==> src/rtl/axi4lite_slave_regif.sv <==
// AXI4-Lite responder bridging AW/W/B/AR/R onto a single-cycle register bus.
// One write and one read outstanding at most; register-bus accesses are serialized.
module axi4lite_slave_regif #(
  parameter int bus_width  = 32,
  parameter int addr_width = 5
) (
  input  logic                    aclk,
  input  logic                    aresetn,
  input  logic [addr_width-1:0]   awaddr,
  input  logic                    awvalid,
  output logic                    awready,
  input  logic [2:0]              awprot,
  input  logic [bus_width-1:0]    wdata,
  input  logic [bus_width/8-1:0]  wstrb,
  input  logic                    wvalid,
  output logic                    wready,
  output logic [1:0]              bresp,
  output logic                    bvalid,
  input  logic                    bready,
  input  logic [addr_width-1:0]   araddr,
  input  logic                    arvalid,
  output logic                    arready,
  input  logic [2:0]              arprot,
  output logic [bus_width-1:0]    rdata,
  output logic [1:0]              rresp,
  output logic                    rvalid,
  input  logic                    rready,
  output logic [addr_width-1:0]   reg_addr,
  output logic                    reg_wr_en,
  output logic [bus_width-1:0]    reg_wr_data,
  output logic [bus_width/8-1:0]  reg_wr_strb,
  input  logic                    reg_wr_err,
  output logic                    reg_rd_en,
  input  logic [bus_width-1:0]    reg_rd_data,
  input  logic                    reg_rd_err
);
  localparam int STRB_W = bus_width / 8;
  localparam int WA_W   = addr_width - 2;

  typedef enum logic [2:0] {IDLE, WR_ACCESS, WR_RESP, RD_ACCESS, RD_RESP} state_t;

  state_t              r_state, w_next;
  logic                r_aw_full, r_w_full, r_ar_full;
  logic [WA_W-1:0]     r_aw_addr, r_ar_addr;
  logic [bus_width-1:0] r_w_data, r_rdata;
  logic [STRB_W-1:0]   r_w_strb;
  logic                r_wr_err, r_rd_err;
  logic                r_last_rd;
  logic                w_aw_hs, w_w_hs, w_ar_hs, w_b_hs, w_r_hs;
  logic                w_wr_pend, w_rd_pend, w_contend;
  logic                w_unused;

  assign w_unused  = ^{awprot, arprot};

  assign awready   = !r_aw_full;
  assign wready    = !r_w_full;
  assign arready   = !r_ar_full;

  assign w_aw_hs   = awvalid && !r_aw_full;
  assign w_w_hs    = wvalid  && !r_w_full;
  assign w_ar_hs   = arvalid && !r_ar_full;
  assign w_b_hs    = (r_state == WR_RESP) && bready;
  assign w_r_hs    = (r_state == RD_RESP) && rready;

  assign w_wr_pend = r_aw_full && r_w_full;
  assign w_rd_pend = r_ar_full;

  assign reg_wr_data = r_w_data;
  assign reg_wr_strb = r_w_strb;
  assign rdata       = r_rdata;

  // Write-side holds: released only once the B handshake completes
  always_ff @(posedge aclk or negedge aresetn) begin
    if (!aresetn) begin
      r_aw_full <= 1'b0;
      r_aw_addr <= '0;
      r_w_full  <= 1'b0;
      r_w_data  <= '0;
      r_w_strb  <= '0;
    end else begin
      if (w_b_hs) begin
        r_aw_full <= 1'b0;
        r_w_full  <= 1'b0;
      end else begin
        if (w_aw_hs) begin
          r_aw_full <= 1'b1;
          r_aw_addr <= awaddr[addr_width-1:2];
        end
        if (w_w_hs) begin
          r_w_full <= 1'b1;
          r_w_data <= wdata;
          r_w_strb <= wstrb;
        end
      end
    end
  end

  always_ff @(posedge aclk or negedge aresetn) begin
    if (!aresetn) begin
      r_ar_full <= 1'b0;
      r_ar_addr <= '0;
    end else if (w_r_hs) begin
      r_ar_full <= 1'b0;
    end else if (w_ar_hs) begin
      r_ar_full <= 1'b1;
      r_ar_addr <= araddr[addr_width-1:2];
    end
  end

  // Access results, captured during the one-cycle register-bus strobe
  always_ff @(posedge aclk or negedge aresetn) begin
    if (!aresetn) begin
      r_wr_err <= 1'b0;
      r_rd_err <= 1'b0;
      r_rdata  <= '0;
    end else begin
      if (r_state == WR_ACCESS) r_wr_err <= reg_wr_err;
      if (r_state == RD_ACCESS) begin
        r_rdata  <= reg_rd_data;
        r_rd_err <= reg_rd_err;
      end
    end
  end

  // Round-robin memory only moves on contested grants, so a repeated
  // simultaneous write+read alternates which side goes first.
  always_ff @(posedge aclk or negedge aresetn) begin
    if (!aresetn) begin
      r_last_rd <= 1'b1;
    end else if (w_contend) begin
      r_last_rd <= (w_next == RD_ACCESS);
    end
  end

  always_ff @(posedge aclk or negedge aresetn) begin
    if (!aresetn) r_state <= IDLE;
    else          r_state <= w_next;
  end

  always_comb begin
    w_next    = r_state;
    w_contend = 1'b0;
    reg_wr_en = 1'b0;
    reg_rd_en = 1'b0;
    reg_addr  = '0;
    bvalid    = 1'b0;
    bresp     = 2'b00;
    rvalid    = 1'b0;
    rresp     = 2'b00;
    case (r_state)
      IDLE: begin
        if (w_wr_pend && w_rd_pend) begin
          w_contend = 1'b1;
          w_next    = r_last_rd ? WR_ACCESS : RD_ACCESS;
        end else if (w_wr_pend) begin
          w_next = WR_ACCESS;
        end else if (w_rd_pend) begin
          w_next = RD_ACCESS;
        end
      end
      WR_ACCESS: begin
        reg_wr_en = 1'b1;
        reg_addr  = {r_aw_addr, 2'b00};
        w_next    = WR_RESP;
      end
      WR_RESP: begin
        bvalid = 1'b1;
        bresp  = r_wr_err ? 2'b10 : 2'b00;
        if (bready) w_next = IDLE;
      end
      RD_ACCESS: begin
        reg_rd_en = 1'b1;
        reg_addr  = {r_ar_addr, 2'b00};
        w_next    = RD_RESP;
      end
      RD_RESP: begin
        rvalid = 1'b1;
        rresp  = r_rd_err ? 2'b10 : 2'b00;
        if (rready) w_next = IDLE;
      end
      default: w_next = IDLE;
    endcase
  end

endmodule

==> config.mk <==
export PLATFORM = sky130hd
export DESIGN_NAME = axi4lite_slave_regif
export DESIGN_NICKNAME = d
export VERILOG_FILES = /design/src/rtl/axi4lite_slave_regif.sv
export SDC_FILE = /design/constraint.sdc
export NUM_CORES = 1
export LEC_CHECK = 0
export ABC_AREA = 0
export BUFFER_PORTS_ARGS = -buffer_cell sky130_fd_sc_hd__buf_4
export CAP_MARGIN = 25
export CORE_MARGIN = 2
export CORE_UTILIZATION = 40
export CTS_CLUSTER_SIZE = 30
export DETAILED_ROUTE_END_ITERATION = 10
export GPL_TIMING_DRIVEN = 0
export PLACE_DENSITY = 0.82
export SETUP_SLACK_MARGIN = 0.05
export SLEW_MARGIN = 20
export SYNTH_ARGS = -nofsm -noshare
export SYNTH_HDL_FRONTEND = slang
export SYNTH_SLANG_ARGS = --single-unit
==> constraint.sdc <==
create_clock -name aclk -period 1.7 [get_ports aclk]
set_input_delay 0 -clock aclk [delete_from_list [all_inputs] [get_ports aclk]]
set_output_delay 0 -clock aclk [all_outputs]
set_load 0.03 [all_outputs]
* Word-level counts from Yosys, hierarchy flattened
Cells that the tools add are included.
** Operators by class
- Reduce and logical (&&, ||, !) cells :: 17
- Muxes and demuxes :: 24
- Equal/unequal tests :: 5
- Bitwise logic cells :: 2
** Operators by type and width (count)
- 3-bit 2-to-1 mux :: 5
- 3-bit case mux with 5 select lines :: 1
- 1-bit 2-to-1 mux :: 12
- 2-bit 2-to-1 mux :: 5
- 5-bit case mux with 2 select lines :: 1
- 3-bit by 2-bit equality test with 1-bit output (second input constant) :: 3
- 1-bit logical AND :: 7
- 2-bit AND reduction :: 3
- 2-bit nonzero test :: 3
- 3-bit by 1-bit equality test with 1-bit output (second input constant) :: 1
- 3-bit equality test (second input constant) :: 1
- 1-bit zero test :: 3
- 3-bit zero test :: 1
- 1-bit inverter :: 2
** Word-level totals
- Output and inout port bits :: 84
- Input port bits :: 93
- Word-level logic and storage cells :: 60
- Bits in registers :: 83

* Depth between registers and ports, before layout
- Word-level depth :: 5
- Mapped depth :: 5
- Depth with buffers taken out :: 5

* Worst setup path after synthesis
Ideal clock, no wire load.
- Path kind :: register to output
- Start :: reg r_state[2]
- End :: out bresp[1]
- Stages on the path, launching flop included :: 3
- Setup slack :: 71 ps
- Data required time :: 1700 ps
- Arrival :: 1629 ps
- Buffers on the path :: 0
- Cell sequence :: dfrtp_1 -> nor3b_1 -> and2_1
** Between the ends
- Longest elaborated chain between the ends :: 2
** RTL lines
- from (decl) :: line 42 : state_t r_state, w_next;
- from (signal assigned) :: line 137 : else r_state <= w_next;
- 3-bit by 2-bit equality test with 1-bit output :: line 150 : case (r_state)
- 2-bit 2-to-1 mux :: line 150
- to (decl) :: line 17 : output logic [1:0] bresp,
Every way passes these cells.

* Final worst setup path
- Start :: reg r_state[1]
- End :: reg r_w_data[19], in the netlist reg_wr_data[19]
** Between the ends
- Longest elaborated chain between the ends :: 4
** RTL lines
- 3-bit by 2-bit equality test with 1-bit output :: line 62 : assign w_b_hs = (r_state == WR_RESP) && bready;
- 1-bit logical AND :: line 62
- 1-bit inverter (no line)
- 2-bit AND reduction (no line)
- to (signal assigned) :: line 91 : r_w_data <= wdata;
- to (decl) :: line 45 : logic [bus_width-1:0] r_w_data, r_rdata;
Every way passes these cells.
A chain may end at the register's enable or synchronous reset.

==> flow_metrics.py <==
metrics = {
    "worst_setup_path": {
        "critPathLaunchType": "flip-flop",
        "end_kind": "flip-flop",
        "reg2reg_from": "r_state[1]",
        "worstPathCellList": "and4bb_4 -> nor3b_4 -> buf_6 -> buf_12 -> mux2_4",
        "worstPathMaxFanout": 10,
        "worstPathRequired_ps": 1910,
        "cp.arrival_ps": 1880,
        "worstSetupStartpoint": "r_state[1]",
        "slowest_stage": "dfrtp_2",
        "critPathKind": "flip-flop to flip-flop",
        "max_stage_delay_ps": 440,
    },
    "clock_network": {
        "cts_root_buffer": "clkbuf_8",
        "clkTransAtPathRegs_ps": 80,
        "cts_made_buffers": 9,
        "clockBufferDepth": 2,
        "cts_tree": "built",
        "h-tree-depth": 3,
        "clock_latency_ps": 340,
        "cts_sinks": 83,
    },
    "yosys": {
        "ys_warn_count": 0,
        "ys_types": 30,
        "yosys_register_bits": 83,
        "synthesis.area_um2": 3402,
        "avgSynthCellArea_um2": 12.33,
        "synthCells": 276,
        "yosysSeqAreaShare_pct": 61.09,
    },
    "power": {
        "seqPwrFrac_pct": 32.3,
        "p_comb_share_pct": 55.2,
        "p_sw_share_pct": 42.57,
        "pwr_density_cell_nw_per_um2": 1889,
        "cell_internal_pwr_mw": 6.447,
        "power.leakage_nw": 3.038,
        "worst_ir_drop_vdd_mv": 1.081,
        "power_mw": 11.23,
        "power.switching_mw": 4.778,
        "clockPowerShare_pct": 12.5,
    },
    "status": {
        "status": "complete, no violations",
    },
    "place": {
        "pre_cts_ws_ps": 22.59,
        "gp_congestion": 0.7156,
        "dp_cells": 546,
        "hpwl_um": 6121,
        "portBuffers": 162,
    },
    "global_route": {
        "grt_use_total_pct": 22.24,
        "antenna_found_initial": 0,
        "grt_overflow": 0,
        "grt_max_degree": 84,
        "grt_pass1_wl_um": 15660,
        "grt_pass1_vias": 3223,
    },
    "route": {
        "drc": 0,
        "via_per_inst": 4.626,
        "first_pass_iters": 4,
        "wl_per_cell_um": 15.98,
        "wl_um": 10500,
        "ant_nets": 0,
        "vias": 3039,
        "drt_iter0_drc": 101,
    },
    "timing": {
        "setup_viol": 0,
        "finClkSkew_ps": 12.48,
        "hold_viol_final": 0,
        "timing.fmax_mhz": 600.4,
        "tightest_slew_ps": 768.6,
        "final_max_slew_viol_count": 0,
        "rsz0062_at_grt": "yes",
        "fin_ws_ps": 34.38,
        "period_share_pct": 97.98,
        "slew_headroom_pct": 48.76,
        "fin_tns_setup_ps": 0,
        "min_period_ps": 1666,
    },
    "die": {
        "die_y_um": 96.22,
        "die_area_um2": 9258,
        "start_util_pct": 41.40,
        "rows": 33,
        "die-width_um": 96.22,
        "io_pins": 177,
        "core-area_um2": 8217,
    },
    "finish": {
        "diodes": 0,
        "layout.cells.most_common": "buf_4",
        "final_cell_mix": "176 x buf_4, 101 x nand2_1, 82 x dlygate4sd3_1",
        "finalNonFillerCells": 657,
        "area_delta_synth_final_pct": 74.70,
        "nets": 641,
        "drive_gt1_share_pct": 45.83,
    },
    "job": {
        "drv_cap": 0,
    },
    "min_path": {
        "hold_path.class": "input port to async pin",
    },
}
## sequential cells by signal, indices dropped and copies added, names as in the netlist
signal       flops
rdata           32
r_aw_full        1
r_rd_err         1
r_state          3
r_wr_err         1
r_last_rd        1
r_aw_addr        3
reg_wr_strb      4
r_ar_full        1
reg_wr_data     32
r_ar_addr        3
r_w_full         1
## per-layer routing
| layer | routed length (um) | vias to the layer above | GRT usage [%] | part of all wire [%] |
|---|---|---|---|---|
| met4 | 182 | 0 | 7.024 | 1.7 |
| met2 | 5835 | 105 | 42.07 | 56 |
| met5 | 0 | - | 0 | 0 |
| met3 | 536 | 15 | 5.090 | 5.1 |
| li1 | - | 1427 | - | - |
| met1 | 3944 | 1492 | 24.34 | 38 |
## layout make-up
type,count,area [um^2]
fillers,513,2273
repair buffers,258,2185
flip-flops and latches,83,2082
multi-input cells,177,1201
clock buffers,11,141.4
well taps,105,131.4
plain buffers,14,130.1
clock inverters,4,51.30
inverters,5,21.27
## cell usage after synthesis
master / number / area, um^2
inv_2: 1 / 3.750
dfrtp_1: 82 / 2052
nor3b_1: 2 / 15.01
nand3b_1: 1 / 7.510
nand4_1: 1 / 6.260
buf_6: 1 / 11.26
mux2_4: 30 / 450.4
dfstp_2: 1 / 26.28
conb_1: 1 / 3.750
mux2_2: 13 / 146.4
nor2b_1: 1 / 6.260
nand2_1: 101 / 379.1
nor3b_2: 2 / 25.02
inv_1: 4 / 15.01
and4bb_4: 1 / 16.27
buf_12: 3 / 60.06
a21oi_1: 3 / 15.01
o21ai_0: 1 / 5.000
a211oi_1: 1 / 7.510
buf_4: 4 / 30.03
a22o_1: 3 / 26.28
xnor2_1: 1 / 8.760
clkbuf_1: 3 / 11.26
nor2_1: 6 / 22.52
buf_2: 3 / 15.01
and2_1: 2 / 12.51
nor3_1: 1 / 5.000
nand3_1: 1 / 5.000
o21a_1: 1 / 7.510
nand2b_1: 1 / 6.260
## power by group through the flow
stage                     logic [mW]  clock network (mW)  registers (mW)
after floorplan                 2.03                   0            5.15
after global placement          5.61                   0            3.56
after detailed placement        5.72                   0            3.63
after CTS                       5.98                1.44            3.60
after global routing            6.58                1.52            3.74
final                           6.19                1.41            3.63
## critical path, delay by kind of cell, from the launching register on
kind	cells	cell delay (ps)
simple gates	2	470
flops	1	440
buf+inv	2	330
mux	1	310
## cell families after synthesis
logic type | count (synthesis) | share of synthesized area, %
AND/OR/NAND/NOR | 120 | 14.90
XOR/XNOR | 1 | 0.2575
buffers and inverters | 19 | 4.303
other | 1 | 0.1102
multiplexers | 43 | 17.54
flip-flops | 83 | 61.09
AO/OA/AOI/OAI | 9 | 1.802
## metrics by stage
stage	cell area [um^2]	utilization [%]	hold WS (ps)
floorplan	3413	-	-295.6
global placement	4761	57.94	183.2
CTS	5816	70.78	369.0
detailed placement	4761	57.94	192.5
finish	5943	72.33	270.2
global route	5943	72.33	344.0
## worst paths after layout
check / endpoint / slack [ps] / cells past startpoint
worst min-delay path: reg_wr_data[27] / 270 / 2
max in group asynchronous: r_state[2] / 860 / 2
min in group aclk: rdata[12] / 400 / 4
worst max-delay path: reg_wr_data[19] / 30 / 5
worst min register to register: rdata[22] / 480 / 2
worst max register to register: reg_wr_data[19] / 30 / 5
## timing repair
| item | 4_1_cts | 5_1_grt |
|---|---|---|
| setup endpoints to repair | 35 | 40 |
| buffers inserted | 5 | 6 |
| cloned | 0 | 3 |
| hold endpoints to repair | 163 | 0 |
| gates resized for setup | 3 | 8 |
| hold buffers | 82 | 0 |
No activity file was read; power rests on OpenSTA's default activity.
